[src/rtl/apb_rr_arbiter.sv]
// Round-robin arbiter sharing one APB master command port among NREQ requesters.
// Watches the bus SETUP/ACCESS phases and returns done plus read data.
module apb_rr_arbiter #(
    parameter int NREQ   = 4,
    parameter int ADDR_W = 4,
    parameter int DATA_W = 16
) (
    input  logic                     pclk,
    input  logic                     preset_n,
    input  logic [NREQ-1:0]          req,
    input  logic [NREQ-1:0]          req_wr,
    input  logic [NREQ*ADDR_W-1:0]   req_addr,
    input  logic [NREQ*DATA_W-1:0]   req_wdata,
    output logic [NREQ-1:0]          gnt,
    output logic [NREQ-1:0]          done,
    output logic [DATA_W-1:0]        rdata,
    output logic                     transfer,
    output logic                     read_write,
    output logic [ADDR_W-1:0]        apb_read_addr,
    output logic [ADDR_W-1:0]        apb_write_addr,
    output logic [DATA_W-1:0]        apb_write_data,
    input  logic [DATA_W-1:0]        apb_read_data,
    input  logic                     pselx,
    input  logic                     penable,
    input  logic                     pready
);

    localparam int IW = (NREQ > 1) ? $clog2(NREQ) : 1;

    typedef enum logic [1:0] {IDLE, ISSUE, WAIT, DONE} state_t;

    state_t        state;
    logic [IW-1:0] ptr;
    logic [IW-1:0] gidx;
    logic [IW-1:0] pick;
    logic          found;
    logic          xfer_q;
    logic          cpl;

    assign cpl      = pselx & penable & pready;
    // Dropped in the completion cycle so the master goes back to IDLE.
    assign transfer = xfer_q & ~cpl;

    always_comb begin : arb_sel
        int            j;
        logic [IW-1:0] jj;
        pick  = '0;
        found = 1'b0;
        j     = 0;
        jj    = '0;
        for (int k = 0; k < NREQ; k++) begin
            j = int'(ptr) + k;
            if (j >= NREQ) j = j - NREQ;
            jj = IW'(j);
            if (!found && req[jj]) begin
                found = 1'b1;
                pick  = jj;
            end
        end
    end

    always_comb begin
        read_write     = 1'b0;
        apb_read_addr  = '0;
        apb_write_addr = '0;
        apb_write_data = '0;
        if (|gnt) begin
            read_write     = req_wr[gidx];
            apb_read_addr  = req_addr[int'(gidx)*ADDR_W +: ADDR_W];
            apb_write_addr = req_addr[int'(gidx)*ADDR_W +: ADDR_W];
            apb_write_data = req_wdata[int'(gidx)*DATA_W +: DATA_W];
        end
    end

    always_ff @(posedge pclk or negedge preset_n) begin
        if (!preset_n) begin
            state  <= IDLE;
            ptr    <= '0;
            gidx   <= '0;
            gnt    <= '0;
            done   <= '0;
            rdata  <= '0;
            xfer_q <= 1'b0;
        end else begin
            done <= '0;
            unique case (state)
                IDLE: begin
                    if (found) begin
                        gnt    <= {{(NREQ-1){1'b0}}, 1'b1} << pick;
                        gidx   <= pick;
                        xfer_q <= 1'b1;
                        state  <= ISSUE;
                    end
                end
                ISSUE: state <= WAIT;
                WAIT: begin
                    if (cpl) begin
                        if (!read_write) rdata <= apb_read_data;
                        done   <= gnt;
                        gnt    <= '0;
                        xfer_q <= 1'b0;
                        state  <= DONE;
                    end
                end
                DONE: begin
                    ptr   <= (gidx == IW'(NREQ-1)) ? '0 : gidx + 1'b1;
                    state <= IDLE;
                end
            endcase
        end
    end

endmodule

[config.mk]
export PLATFORM = sky130hd
export DESIGN_NAME = apb_rr_arbiter
export DESIGN_NICKNAME = d
export VERILOG_FILES = /design/src/rtl/apb_rr_arbiter.sv
export SDC_FILE = /design/constraint.sdc
export NUM_CORES = 1
export LEC_CHECK = 0
export ABC_AREA = 0
export CORE_ASPECT_RATIO = 1.75
export CORE_UTILIZATION = 33
export CTS_CLUSTER_SIZE = 8
export DETAILED_ROUTE_END_ITERATION = 6
export HOLD_SLACK_MARGIN = 0.05
export PLACE_DENSITY = 0.87
export SLEW_MARGIN = 5
export SYNTH_ARGS = -nofsm -noshare
export SYNTH_HDL_FRONTEND = slang
export SYNTH_SLANG_ARGS = --single-unit
[constraint.sdc]
create_clock -name pclk -period 2.6 [get_ports pclk]
set_input_delay 0.65 -clock pclk [delete_from_list [all_inputs] [get_ports pclk]]
set_output_delay 0.65 -clock pclk [all_outputs]
set_load 0.01 [all_outputs]
# Word-level counts from Yosys, hierarchy flattened

Cells that the tools add are included.

Flip-flop bits (word level): 31
Output and inout port bits: 50
Word-level logic and storage cells: 88

Add/subtract/negate cells: 8
$lt $le $gt $ge: 9
Equal/unequal tests: 6
Shift-type cells: 3
Mux-type cells: 37
Bitwise gates (word level): 5
Reduce and logical (&&, ||, !) cells: 13

Operators with widths:

| operator            | count |
|---|---|
| $shiftx 64x7->16    | 1 |
| $mux 2              | 11 |
| $mux 4              | 5 |
| $mux 16             | 1 |
| $shiftx 16x5->4     | 1 |
| $lt 2x3->1 const B  | 5 |
| $mux 1              | 12 |
| $bmux 1 s2          | 5 |
| $ge 3x3->1 const B  | 3 |
| $pmux 2 s4          | 1 |
| $pmux 4 s2          | 1 |
| $sub 2x1->2 const B | 4 |
| $add 2x2->3 const B | 2 |
| $eq 2x2->1 const B  | 3 |
| $reduce_and 3->1    | 2 |
| $ne 2x2->1 const B  | 2 |
| $reduce_and 2->1    | 2 |
| $reduce_or 4->1     | 1 |
| $shl 1x2->4 const A | 1 |
| $add 2x1->3 const B | 1 |
| $and 1x1->1         | 3 |
| $ge 2x3->1 const B  | 1 |
| $logic_and 1x1->1   | 3 |
| $logic_not 1->1     | 3 |
| 6 further kinds     | 7 |

# Longest topological paths before layout

Gate-level depths: netlist of run 1.

Depth in word-level cells: 17
Depth in mapped cells: 6

# Worst setup path after synthesis of run 1

Ideal clock, no wire load.

Path type: flip-flop to output port
From: register gnt[0]
To: output port apb_write_addr[0]
Arrival: 1.603 ns
Required time: 1.950 ns
Path slack: 0.347 ns
Cell stages (with the launch flop): 5
Cells stage by stage: dfrtp_1 -> nor4_1 -> clkbuf_1 -> nor2b_1 -> buf_4

Longest elaborated chain between the ends: 2

Ends and longest elaborated chain:

| item                   | line | source |
|---|---|---|
| start, declared        | 14   | `output logic [NREQ-1:0] gnt,` |
| start signal, assigned | 89   | `gnt <= {{(NREQ-1){1'b0}}, 1'b1} << pick;` |
| $reduce_or 4->1        | 67   | `if (\|gnt) begin` |
| $mux 4                 | n/a  |  |
| end, declared          | 20   | `output logic [ADDR_W-1:0] apb_write_addr,` |

Every way passes these cells.

# Worst setup path after layout of run 1

From: input port req_addr[14]
To: output port apb_read_addr[2]

Longest elaborated chain between the ends: 2

Ends and longest elaborated chain:

| item            | line | source |
|---|---|---|
| start, declared | 12   | `input logic [NREQ*ADDR_W-1:0] req_addr,` |
| $shiftx 16x5->4 | 69   | `apb_read_addr = req_addr[int'(gidx)*ADDR_W +: ADDR_W];` |
| $mux 4          | 67   |  |
| end, declared   | 19   | `output logic [ADDR_W-1:0] apb_read_addr,` |

Every way passes these cells.

==> results of run 1 <==
power by group through the flow:
stage / clock, W / combinational (W) / sequential, W
after detailed placement: 0 / 0.00263 / 0.000844
after global routing: 0.000524 / 0.00262 / 0.000870
final: 0.000488 / 0.00241 / 0.000834
after CTS: 0.000502 / 0.00246 / 0.000837
after floorplan: 0 / 0.00131 / 0.000890
after global placement: 0 / 0.00257 / 0.000831
critical path: stages:
cell and delay [ns]:
clkdlybuf4s50_1 0.40, mux4_2 0.46, nor2b_1 0.16, clkdlybuf4s15_1 0.24
cell usage after synthesis:
master	number	area (um^2)
dfrtp_1	31	775.7
nor2b_1	22	137.6
mux4_2	21	473.0
mux2_2	18	202.7
nor2_1	6	22.52
and2_1	5	31.28
a32o_1	4	40.04
buf_4	4	30.03
ha_1	4	50.05
o21ai_0	4	20.02
inv_1	3	11.26
nand2_1	3	11.26
nand2b_1	3	18.77
a21oi_1	2	10.01
buf_1	2	7.510
buf_2	2	10.01
buf_6	2	22.52
clkbuf_1	2	7.510
a211o_1	1	8.760
a21o_1	1	7.510
a22o_1	1	8.760
a2bb2oi_1	1	8.760
a32oi_1	1	8.760
mux2i_1	1	10.01
nand3_1	1	5.000
nor2b_4	1	13.76
nor3_4	1	16.27
nor3b_1	1	7.510
nor4_1	1	6.260
o22a_1	1	8.760
o41ai_1	1	8.760
flip-flops by register name, summed over array words and instances, names as in the netlist:
register and count:
gnt 4, xfer_q 1, state 2, gidx 2
ptr 2, rdata 16, done 4
layout make-up:
class | count | area (um^2)
Fill cell | 483 | 2096
Clock inverter | 2 | 35.03
Timing Repair Buffer | 168 | 1639
Sequential cell | 31 | 775.7
Clock buffer | 6 | 82.58
Multi-Input combinational cell | 105 | 1142
Tap cell | 78 | 97.59
Inverter | 3 | 11.26
layer usage:
layer  GRT usage [%]  up-vias  share of wire, %
li1                -      892                 -
met1           18.65      903                32
met2           38.15      106                55
met3           5.941       16                10
met4           8.442        0               3.1
met5               0        -                 0
path summary, 6_finish.rpt:
path | to | from | slack [ns] | cells past startpoint
max | apb_read_addr[2] | req_addr[14] | 0.04 | 4
max in group asynchronous | gidx[1]$_DFFE_PN0P_ | preset_n | 1.55 | 2
max reg2reg | rdata[10]$_DFFE_PN0P_ | gidx[0]$_DFFE_PN0P_ | 0.43 | 7
min reg2reg | xfer_q$_DFFE_PN0P_ | xfer_q$_DFFE_PN0P_ | 0.49 | 1
min | xfer_q$_DFFE_PN0P_ | xfer_q$_DFFE_PN0P_ | 0.49 | 1
min in group asynchronous | rdata[2]$_DFFE_PN0P_ | preset_n | 0.76 | 2
cells by family (layout without fill, tap and decap cells):
family,after synthesis,count (layout)
buffers and inverters,15,179
and+or+nand+nor,44,44
AOI/OAI and AO/OA,17,17
muxes,40,40
DFF,31,31
adders and majority gates,4,4
repair_timing:
action / 4_1_cts / 5_1_grt
gates cloned: 0 / 0
pin swaps: 0 / 0
endpoints found under the setup margin: 25 / 24
gates resized for setup: 36 / 25
buffers inserted: 0 / 0
through the flow:
| stage | hold WS (ns) | cells | worst slack (ns) |
|---|---|---|---|
| 3_3_place_gp | 0.4688 | 385 | -0.2299 |
| 5_1_grt | 0.5265 | 393 | 0.0009641 |
| 2_1_floorplan | 0.3544 | 151 | 0.3466 |
| 3_5_place_dp | 0.4759 | 385 | -0.2377 |
| 6_report | 0.4891 | 393 | 0.03924 |
| 4_1_cts | 0.4939 | 393 | 0.002355 |
==> flow_summary.yaml, run 1 <==
flow_run:
  drv_cap: 0
clock_tree:
  clock-sinks: 31
  cts_made_buffers: 5
  cts_tree: "built"
  cts_max_path_buffers: 2
  insertion_delay_ns: 0.28
  clkTransAtPathRegs_ns: 0.06
  htree_levels: 2
  hold_buffers: 0
  cts-root-buf: "clkbuf_8"
routing:
  wl_mm: 6.315
  antenna_left: 0
  drt_first_pass_iters: 4
  drtIter0Drc: 69
  num_vias: 1917
  drc: 0
  via_per_inst: 4.878
  routedWlPerCell_um: 16.07
power_and_ir_drop:
  comb_power_share_pct: 64.6
  p_seq_share_pct: 22.3
  ir_drop_mv: 0.5234
  p_sw_share_pct: 35.40
  p_per_area_nw_per_um2: 986.6
  power_leakage_nw: 1.532
  p_int_w: 0.002411
  totalPowerFinal_w: 0.003733
  power_frac_clock_pct: 13.1
  switchingPower_w: 0.001322
synth:
  syn_nets: 264
  synth-compound-area-share_pct: 6.504
  synthAdderAreaFrac_pct: 2.502
  synth-xor-area-share_pct: 0
  netlist_area_um2: 2001
  synthMuxAreaShare_pct: 34.27
  synth-seq-cells: 31
  synth_cell_types: 31
  synth_area_per_cell_um2: 13.25
  synth_cells: 151
  ys_seq_area_share_pct: 38.77
  synthSimpleGateAreaFrac_pct: 13.51
  synth_top_family_by_area: "multiplexers"
  synth_warnings: 0
timing:
  slew_viol_final: 0
  tightest_slew_ns: 0.5541
  maxSlewHeadroom_pct: 62.67
  rsz0062_at_grt: "false"
  min_period_over_period_pct: 98.49
  hold_viol: 0
  final.setup.tns_ns: 0
  clock_skew_ns: 0.005433
  post-route-min-period_ns: 2.561
  setup_violations: 0
  max_freq_ghz: 0.3905
worst_setup_path:
  startpoint_type: "input pin"
  crit_fanout: 2
  critPathRequiredTime_ns: 1.95
  crit_type: "input pin to output pin"
  crit_arrival_ns: 1.91
  worst_setup_path_end_kind: "output pin"
floorplanning:
  dieArea_um2: 6390
  start_util_pct: 34.03
  row_count: 37
  coreArea_um2: 5879
  ios: 159
  die_x_um: 60.86
  die_y_um: 105
cells_and_area:
  final_common_cell: "clkdlybuf4s50_1"
  syn_to_final_growth_pct: 89.12
  antenna_cells: 0
  final_core_util_pct: 64.35
  final_area_um2: 3784
  final_nets: 427
  drive_gt1_share_pct: 22.54
  layout_common_cells: "clkdlybuf4s50_1 (133), dfrtp_1 (31), nor2b_1 (22)"
place:
  place_area_um2: 3721
  hpwl_mm: 5.361
  port-buffer-count: 158
  place_congestion: 0.9118
global_route:
  grt_pass1_vias: 2051
  grt_pass1_wl_mm: 9.522
  grt-ovfl-total: 0
  grt_max_degree: 32
  antenna_found_initial: 0
  grt.total_usage_pct: 20.21
outcome:
  status: "finished clean"
hold_path:
  min_path_type: "register to register"
Note: power is estimated with default switching activity, not from simulation.
==> run 2: changes to the inputs <==
--- a/config.mk
+++ b/config.mk
@@ -6,12 +6,15 @@
 export NUM_CORES = 1
 export LEC_CHECK = 0
 export ABC_AREA = 0
+export CAP_MARGIN = 10
 export CORE_ASPECT_RATIO = 1.75
-export CORE_UTILIZATION = 33
+export CORE_MARGIN = 3
+export CORE_UTILIZATION = 50
 export CTS_CLUSTER_SIZE = 8
 export DETAILED_ROUTE_END_ITERATION = 6
+export DONT_BUFFER_PORTS = 1
 export HOLD_SLACK_MARGIN = 0.05
-export PLACE_DENSITY = 0.87
+export PLACE_DENSITY = 0.72
 export SLEW_MARGIN = 5
 export SYNTH_ARGS = -nofsm -noshare
 export SYNTH_HDL_FRONTEND = slang
==> run 2 against run 1 <==
Global-route usage grew 2.1 points. Sequential share of layout area increased by 15 points. Critical path depth decreased by 1. Sequential power rose by 13%. Largest cell class is now multi-input gates. Largest power group unchanged.
==> flow_summary.yaml, run 2 (synthesized netlist as in run 1, its figures left out) <==
worst_setup_path:
  crit_family: "simple AND/OR/NAND/NOR gates"
  crit_type: "register to output pin"
  worstPathCellList: "nor4_2 > buf_4 > nor2b_1"
  crit_fanout: 20
  crit_buf_inv: 1
  crit_arrival_ns: 1.71
  slowest_delay_ns: 0.51
  critPathRequiredTime_ns: 1.95
  startpoint_type: "register"
  worst_setup_path_end_kind: "output pin"
  reg2reg_slack_ns: 0.57
  crit_slowest_cell: "nor4_2"
hold_path:
  min_path_type: "input pin to async pin"
place:
  place_congestion: 0.7697
  hpwl_mm: 4.670
  port-buffer-count: 0
cells_and_area:
  antenna_cells: 0
  syn_to_final_growth_pct: 9.193
  final_core_util_pct: 58.45
  multi_input_comb_area_um2: 1142
  largest_register: "rdata"
  regArea_um2: 775.7
  layout_common_cells: "dfrtp_1 (31), nor2b_1 (22), mux4_2 (21)"
  fill_cells: 317
  final_nets: 268
  final_common_cell: "dfrtp_1"
  drive_gt1_share_pct: 36.13
  largest_reg_flops: 16
  reg.largest.list: "rdata: 16 flops, done: 4 flops, gnt: 4 flops"
clock_tree:
  insertion_delay_ns: 0.28
  cts_resized: 0
  cts_made_buffers: 5
  htree_levels: 2
  cts-root-buf: "clkbuf_8"
  clock-sinks: 31
  clkTransAtPathRegs_ns: 0.06
  cts_tree: "built"
  cts_max_path_buffers: 2
power_and_ir_drop:
  power_leakage_nw: 0.8877
  ir_drop_mv: 0.8418
  p_int_w: 0.001724
  p_seq_share_pct: 32.6
  p_sw_share_pct: 40.58
  comb_power_share_pct: 52.1
  power_frac_clock_pct: 15.3
  switchingPower_w: 0.001178
  p_per_area_nw_per_um2: 1329
global_route:
  grt-ovfl-total: 0
  grt_pass1_vias: 1570
  grt_pass1_wl_mm: 7.431
  grt_max_degree: 32
  grt.total_usage_pct: 22.30
  antenna_found_initial: 0
timing:
  tightest_slew_ns: 0.5676
  setup_violations: 0
  hold_viol: 0
  post-route-min-period_ns: 2.361
  rsz0062_at_grt: "false"
  slew_viol_final: 0
  final.setup.tns_ns: 0
  max_freq_ghz: 0.4236
  clock_skew_ns: 0.007477
  maxSlewHeadroom_pct: 61.76
  min_period_over_period_pct: 90.79
routing:
  antenna_left: 0
  num_vias: 1344
  drtIter0Drc: 25
  drc: 0
  drt_first_pass_iters: 4
  wl_mm: 5.456
  via_per_inst: 6.687
  routedWlPerCell_um: 27.14
floorplanning:
  ios: 159
  start_util_pct: 53.53
  row_count: 29
  die_x_um: 53.82
  dieArea_um2: 4826
  coreArea_um2: 3737
  die_y_um: 89.68
flow_run:
  drv_cap: 0
outcome:
  status: "finished clean"
[run 2: cell types whose count changed in the layout (fill, tap and decap cells not counted), sizes merged]
cell | before | now
clkinv | 1 | 0
clkbuf | 17 | 6
clkdlybuf4s15 | 14 | 0
dlygate4sd3 | 0 | 1
buf | 10 | 8
clkdlybuf4s50 | 133 | 0
[run 2: what timing repair did]
item                                   CTS  global route
endpoints found under the hold margin    0            27
buffers inserted                         0             0
hold buffers                             0             2
setup endpoints to repair                0             0
[run 2: metrics by stage]
stage	total power [W]	hold slack, ns	instance area [um^2]	worst slack [ns]	instances
after floorplan	0.002201	0.3544	2001	0.3466	151
after global placement	0.002395	0.3552	2052	0.5588	192
after detailed placement	0.002470	0.3551	2052	0.5216	192
after CTS	0.002920	0.05230	2155	0.2314	199
after global routing	0.003116	0.1739	2185	0.1441	201
final	0.002902	0.1791	2185	0.2394	201
[run 2: power groups by stage]
| stage | combinational (W) | clock, W | sequential [W] |
|---|---|---|---|
| 2_1_floorplan | 0.00131 | 0 | 0.000890 |
| 3_3_place_gp | 0.00145 | 0 | 0.000949 |
| 3_5_place_dp | 0.00151 | 0 | 0.000958 |
| 4_1_cts | 0.00152 | 0.000452 | 0.000953 |
| 5_1_grt | 0.00166 | 0.000478 | 0.000975 |
| 6_report | 0.00151 | 0.000443 | 0.000946 |
[run 2: path summary, 6_finish.rpt]
path	endpoint	depth (start not counted)	startpoint
max	apb_read_addr[1]	3	gnt[0]$_DFFE_PN0P_
min	rdata[3]$_DFFE_PN0P_	1	preset_n
max reg2reg	rdata[6]$_DFFE_PN0P_	6	gnt[0]$_DFFE_PN0P_
min reg2reg	xfer_q$_DFFE_PN0P_	1	xfer_q$_DFFE_PN0P_
max in group asynchronous	ptr[1]$_DFFE_PN0N_	1	preset_n
min in group pclk	xfer_q$_DFFE_PN0P_	1	xfer_q$_DFFE_PN0P_
[run 2: cell type report]
type                       count  share of cell area (%)
timing repair buffer           9                   4.353
inverter                       3                  0.5155
sequential                    31                   35.51
tap                           46                   2.635
multi-input combinational    105                   52.29
clock buffer                   6                   3.322
clock inverter                 1                   1.375
[run 2: layer usage]
metal	track usage, %	vias to the layer above	part of all wire, %
li1	-	568	-
met4	12.09	0	3.8
met1	18.10	633	28
met5	0	-	0
met2	44.37	124	57
met3	5.950	19	11
==> run 3: changes to the inputs <==
--- a/config.mk
+++ b/config.mk
@@ -6,6 +6,7 @@
 export NUM_CORES = 1
 export LEC_CHECK = 0
 export ABC_AREA = 0
+export ABC_CLOCK_PERIOD_IN_PS = 2600
 export CAP_MARGIN = 10
 export CORE_ASPECT_RATIO = 1.75
 export CORE_MARGIN = 3
==> results of run 3 <==
The final DEF is identical to that of run 2; final timing and power are the same.
